## config.mk

```make
export PLATFORM = sky130hd
export DESIGN_NAME = kmeans_sched
export DESIGN_NICKNAME = d
export VERILOG_FILES = /design/src/rtl/kmeans_sched.sv
export SDC_FILE = /design/constraint.sdc
export NUM_CORES = 1
export LEC_CHECK = 0
export BUFFER_PORTS_ARGS = -buffer_cell sky130_fd_sc_hd__buf_2
export CAP_MARGIN = 5
export CORE_MARGIN = 8
export CORE_UTILIZATION = 39
export CTS_BUF_LIST = sky130_fd_sc_hd__clkbuf_16
export DETAILED_ROUTE_END_ITERATION = 12
export GPL_TIMING_DRIVEN = 0
export PLACE_DENSITY_LB_ADDON = 0.05
export SYNTH_ARGS = -nofsm -noshare
export SYNTH_HDL_FRONTEND = slang
export SYNTH_SLANG_ARGS = --single-unit
```

## constraint.sdc

```tcl
create_clock -name Clk -period 4.1 [get_ports Clk]
set_clock_uncertainty 0.05 [all_clocks]
set_input_delay 0.41 -clock Clk [delete_from_list [all_inputs] [get_ports Clk]]
set_output_delay 0.41 -clock Clk [all_outputs]
set_load 0.02 [all_outputs]
```

## src/rtl/kmeans_sched.sv

```systemverilog
// Iteration sequencer for the k-means engine: config read, assign/update passes, final copy.
// Optional watchdog on the engine wait states is enabled with KMEANS_SCHED_TIMEOUT_EN.
`timescale 1ns/1ps
module kmeans_sched #(
    parameter int ADDR_NB  = 15,
    parameter int DATA_NB  = 16,
    parameter int MAX_ITER = 100,
    parameter int MAX_VALS = 2048
`ifdef KMEANS_SCHED_TIMEOUT_EN
    ,
    parameter int TIMEOUT_CYC = 2**20
`endif
) (
    input  logic               Clk,
    input  logic               RESET,
    input  logic               start,
    output logic               ready,
    output logic               done,
    output logic               err,
    output logic               converged,
    output logic [6:0]         iter_count,
    output logic [ADDR_NB-1:0] bram_addr,
    input  logic [DATA_NB-1:0] bram_din,
    output logic [DATA_NB-1:0] num_vals,
    output logic [DATA_NB-1:0] num_clusters,
    output logic [DATA_NB-1:0] num_dims,
    output logic               assign_start,
    input  logic               assign_done,
    input  logic               assign_changed,
    output logic               update_start,
    input  logic               update_done,
    output logic               copy_start,
    input  logic               copy_done
);

    typedef enum logic [3:0] {
        IDLE    = 4'd0,
        RD_CFG0 = 4'd1,
        RD_CFG1 = 4'd2,
        RD_CFG2 = 4'd3,
        RD_CFG3 = 4'd4,
        CHK     = 4'd5,
        A_WAIT  = 4'd6,
        U_WAIT  = 4'd7,
        C_WAIT  = 4'd8,
        FIN     = 4'd9
    } state_t;

    state_t state;
    logic   cfg_bad_s;
    logic   last_pass_s;
    logic   timeout_s;
    logic [6:0] iter_next_s;

    assign cfg_bad_s = (num_clusters == {DATA_NB{1'b0}}) || (num_dims == {DATA_NB{1'b0}}) ||
                       (num_vals == {DATA_NB{1'b0}}) || (num_clusters > num_vals) ||
                       (num_vals > DATA_NB'(MAX_VALS));
    assign iter_next_s = (iter_count < 7'(MAX_ITER)) ? (iter_count + 7'd1) : iter_count;
    assign last_pass_s = (iter_next_s == 7'(MAX_ITER));

`ifdef KMEANS_SCHED_TIMEOUT_EN
    logic [20:0] wdog;
    logic [20:0] wdog_idx_s;
    logic        in_wait_s;

    // Every wait-state entry coincides with its start pulse, so the pulse marks cycle zero.
    assign in_wait_s  = (state == A_WAIT) || (state == U_WAIT) || (state == C_WAIT);
    assign wdog_idx_s = (assign_start || update_start || copy_start) ? 21'd0 : wdog;
    assign timeout_s  = in_wait_s && (wdog_idx_s == 21'(TIMEOUT_CYC - 1));

    // Watchdog counter: cycles spent in the current wait state.
    always_ff @(posedge Clk or posedge RESET) begin
        if (RESET) begin
            wdog <= 21'd0;
        end else begin
            wdog <= wdog_idx_s + 21'd1;
        end
    end
`else
    assign timeout_s = 1'b0;
`endif

    // Sequencer FSM with registered outputs; start/done pulses default low each cycle.
    always_ff @(posedge Clk or posedge RESET) begin
        if (RESET) begin
            state        <= IDLE;
            ready        <= 1'b1;
            done         <= 1'b0;
            err          <= 1'b0;
            converged    <= 1'b0;
            iter_count   <= 7'd0;
            bram_addr    <= {ADDR_NB{1'b0}};
            num_vals     <= {DATA_NB{1'b0}};
            num_clusters <= {DATA_NB{1'b0}};
            num_dims     <= {DATA_NB{1'b0}};
            assign_start <= 1'b0;
            update_start <= 1'b0;
            copy_start   <= 1'b0;
        end else begin
            done         <= 1'b0;
            assign_start <= 1'b0;
            update_start <= 1'b0;
            copy_start   <= 1'b0;
            case (state)
                IDLE: begin
                    if (start) begin
                        ready      <= 1'b0;
                        err        <= 1'b0;
                        converged  <= 1'b0;
                        iter_count <= 7'd0;
                        bram_addr  <= {ADDR_NB{1'b0}};
                        state      <= RD_CFG0;
                    end else begin
                        ready <= 1'b1;
                    end
                end
                RD_CFG0: begin
                    bram_addr <= ADDR_NB'(2'd1);
                    state     <= RD_CFG1;
                end
                RD_CFG1: begin
                    num_vals  <= bram_din;
                    bram_addr <= ADDR_NB'(2'd2);
                    state     <= RD_CFG2;
                end
                RD_CFG2: begin
                    num_clusters <= bram_din;
                    bram_addr    <= {ADDR_NB{1'b0}};
                    state        <= RD_CFG3;
                end
                RD_CFG3: begin
                    num_dims <= bram_din;
                    state    <= CHK;
                end
                CHK: begin
                    if (cfg_bad_s) begin
                        err       <= 1'b1;
                        converged <= 1'b0;
                        done      <= 1'b1;
                        state     <= FIN;
                    end else begin
                        assign_start <= 1'b1;
                        state        <= A_WAIT;
                    end
                end
                A_WAIT: begin
                    if (assign_done) begin
                        iter_count <= iter_next_s;
                        // The seed pass never counts as converged; its centroids are not real means.
                        if (!assign_changed && (iter_count >= 7'd1)) begin
                            converged  <= 1'b1;
                            copy_start <= 1'b1;
                            state      <= C_WAIT;
                        end else if (last_pass_s) begin
                            converged  <= 1'b0;
                            copy_start <= 1'b1;
                            state      <= C_WAIT;
                        end else begin
                            update_start <= 1'b1;
                            state        <= U_WAIT;
                        end
                    end else if (timeout_s) begin
                        err       <= 1'b1;
                        converged <= 1'b0;
                        done      <= 1'b1;
                        state     <= FIN;
                    end else begin
                        state <= A_WAIT;
                    end
                end
                U_WAIT: begin
                    if (update_done) begin
                        assign_start <= 1'b1;
                        state        <= A_WAIT;
                    end else if (timeout_s) begin
                        err       <= 1'b1;
                        converged <= 1'b0;
                        done      <= 1'b1;
                        state     <= FIN;
                    end else begin
                        state <= U_WAIT;
                    end
                end
                C_WAIT: begin
                    if (copy_done) begin
                        done  <= 1'b1;
                        state <= FIN;
                    end else if (timeout_s) begin
                        err       <= 1'b1;
                        converged <= 1'b0;
                        done      <= 1'b1;
                        state     <= FIN;
                    end else begin
                        state <= C_WAIT;
                    end
                end
                FIN: begin
                    ready <= 1'b1;
                    state <= IDLE;
                end
                default: begin
                    ready <= 1'b1;
                    state <= IDLE;
                end
            endcase
        end
    end

endmodule

```

==> summary.txt <==
status -> completed
clk slew on worst S/H paths -> 0.06 ns
CTS tree -> yes
P_leak -> 2.18 nW
Crit. End Element -> register
H-tree depth -> 3
synthesized area per cell -> 10.3 µm²
#FFs+latches synth -> 68
sequential share of the synthesized area -> 47.5%
crit path launch -> num_vals[7]
# fillers -> 886
Starting Density -> 39.6%
drt initial violations -> 103
post-cts sizing count -> 0
Relative slew margins -> 42.9%
count leader, synth -> dfrtp_1
dpl ws -> 1.85 ns
clock buffer count from CTS -> 9
I/O Buffers -> 86
Multi-input gate area -> 1680 µm²
reg2reg path depth -> 8
area growth from synthesis to layout -> 27.4%
register area -> 1700 µm²
Yosys top cell area share -> 46.7%
CP required -> 4.25 ns
fraction of registers with async set/reset -> 100%
crit path DAT -> 2.44 ns
Synthesis Warnings -> 0
hold buffer count at CTS -> 0
Via density -> 5.16
initial antenna violation count -> 0
row cnt -> 35
largest cells by area after synthesis -> dfrtp_1, mux2_2, ha_1, o21ai_0, nand2_1
CTS Root Buffer Type -> clkbuf_16
RSZ-0062 raised after global routing -> false
GRT Util Overall -> 15.7%
worst min path class -> in -> async
I/O pin count -> 100
min cycle time layout -> 2.29 ns
DRC Markers -> 0
Startpoint Class -> register
Worst Setup Slack, final -> 1.81 ns
Post-Synthesis Cell Area -> 3590 µm²
Max Buffers Root-to-Sink -> 2
DRT Wirelength -> 9640 µm
GPL Wtd Cong -> 0.828
Core Area -> 9060 µm²
grt ovf -> 0
Num Clock Sinks -> 68
post-CTS setup buffers -> 0
fmax -> 437 MHz
final worst path period share -> 55.9%
Die X -> 112 µm
Worst VDD drop -> 382 µV
pin count of the biggest net entering global routing -> 69
die area -> 12,500 µm²
ys flop type -> dfrtp_1
post-detail-place hpwl -> 7340 µm
Post-synth top cells -> dfrtp_1, o21ai_0, mux2_2, nand2_1, inv_1
layout cells sized above 1 -> 35.6%
Final ANT Viol Nets -> 0
R2R Setup Slk -> 1.81 ns
top cell type by total area after synthesis -> dfrtp_1
pins over their slew limit -> 0
Gate Count Post-Synth -> 350
Wirelength per Cell -> 16.8 µm
CP Class -> reg -> reg
EDFF count, synth -> 0
synth unique cells -> 48
Slew @ Worst Pin -> 0.857 ns
final hold viol count -> 0
n_diodes -> 0
PwrDens -> 876 nW/µm²
first-pass GRT wire length -> 16,000 µm
largest fanout on the critical path -> 3
setup violators final -> 0
Max Cap Viol -> 0
vias in the first global route -> 3,077
origin of the critical flop-to-flop path -> num_vals[7]
Nets -> 500
TNS Setup -> 0 ns
Die Y-Extent -> 112 µm
via count -> 2,966
drt pass-1 iters -> 4
Clk Latency, worst-skew pair -> 0.32 ns
## placed cells by master (no fill, tap or decap), drive strengths merged, types with 2 or more instances in the layout
master / instances
a21oi: 21
a31oi: 4
and2: 3
and3: 4
and4: 3
buf: 105
bufinv: 4
clkbuf: 17
conb: 13
dfrtp: 67
ha: 18
inv: 23
mux2: 34
nand2: 32
nand3: 8
nand4: 6
nor2: 16
nor2b: 6
nor3: 6
nor4: 11
nor4b: 2
o211ai: 2
o21ai: 38
o21bai: 2
o31ai: 3
## stage by stage
| step | cells | total power [mW] | hold WS, ns | util, % | instance area [µm²] |
|---|---|---|---|---|---|
| 4_1_cts | 575 | 4.05 | 0.255 | 50.4 | 4570 |
| 3_5_place_dp | 559 | 3.09 | 0.462 | 46.4 | 4210 |
| 5_1_grt | 575 | 4.30 | 0.298 | 50.4 | 4570 |
| 3_3_place_gp | 559 | 3.05 | 0.460 | 46.4 | 4200 |
| 6_report | 575 | 4.00 | 0.225 | 50.4 | 4570 |
| 2_1_floorplan | 362 | 2.46 | 0.477 | - | 3630 |
## final cells by class
type / instances / area share [%]
Sequential cell: 68 / 37.3
Multi-Input combinational cell: 245 / 36.8
Timing Repair Buffer: 86 / 9.42
Clock buffer: 9 / 4.93
Buffer: 27 / 3.64
Clock inverter: 7 / 3.07
Tap cell: 111 / 3.04
Inverter: 22 / 1.86
## worst max-delay path, stage by stage, from the launching register on
cell	delay, ns
dfrtp_1	0.36
inv_1	0.07
ha_1	0.32
a21oi_1	0.13
o21ai_0	0.16
a21o_1	0.21
a211oi_1	0.34
o21ai_0	0.17
a221o_1	0.36
## power breakdown
part	switching, mW	total, mW	internal (mW)
Combinational	1.09	1.81	0.717
Sequential	0.279	1.25	0.975
Clock	0.285	0.939	0.654
## metal layers
metal / vias to the layer above / routed length (µm) / global-route usage (%)
met2: 79 / 4440 / 24.8
met1: 1430 / 4540 / 19.9
met4: 0 / 215 / 7.02
met3: 18 / 445 / 3.90
met5: - / 0 / 0
li1: 1439 / - / -
## cells by family (layout without fill, tap and decap cells)
logic type	Yosys count	after routing	share of synthesized area [%]
AOI/OAI and AO/OA	77	77	13.0
xor gates and xnor gates	1	1	0.244
adders and majority gates	18	18	6.28
buffers and inverters	49	151	6.94
DFF	68	68	47.5
muxes	35	35	10.9
other	1	13	0.105
and+or+nand+nor	101	101	15.1
## flip-flops by register name, summed over array words and instances, names as in the netlist, 2 cells and up
name          flops
num_clusters     16
num_dims         16
num_vals         16
iter_count        7
state             4
bram_addr         2
## worst paths after layout
check                                  end
setup reg to reg                  state[3]
max in group asynchronous     bram_addr[0]
setup / recovery                  state[3]
hold / removal             num_clusters[6]
hold reg to reg                num_dims[6]
min in group Clk              num_vals[12]
Power figures use the tool's default switching activity.
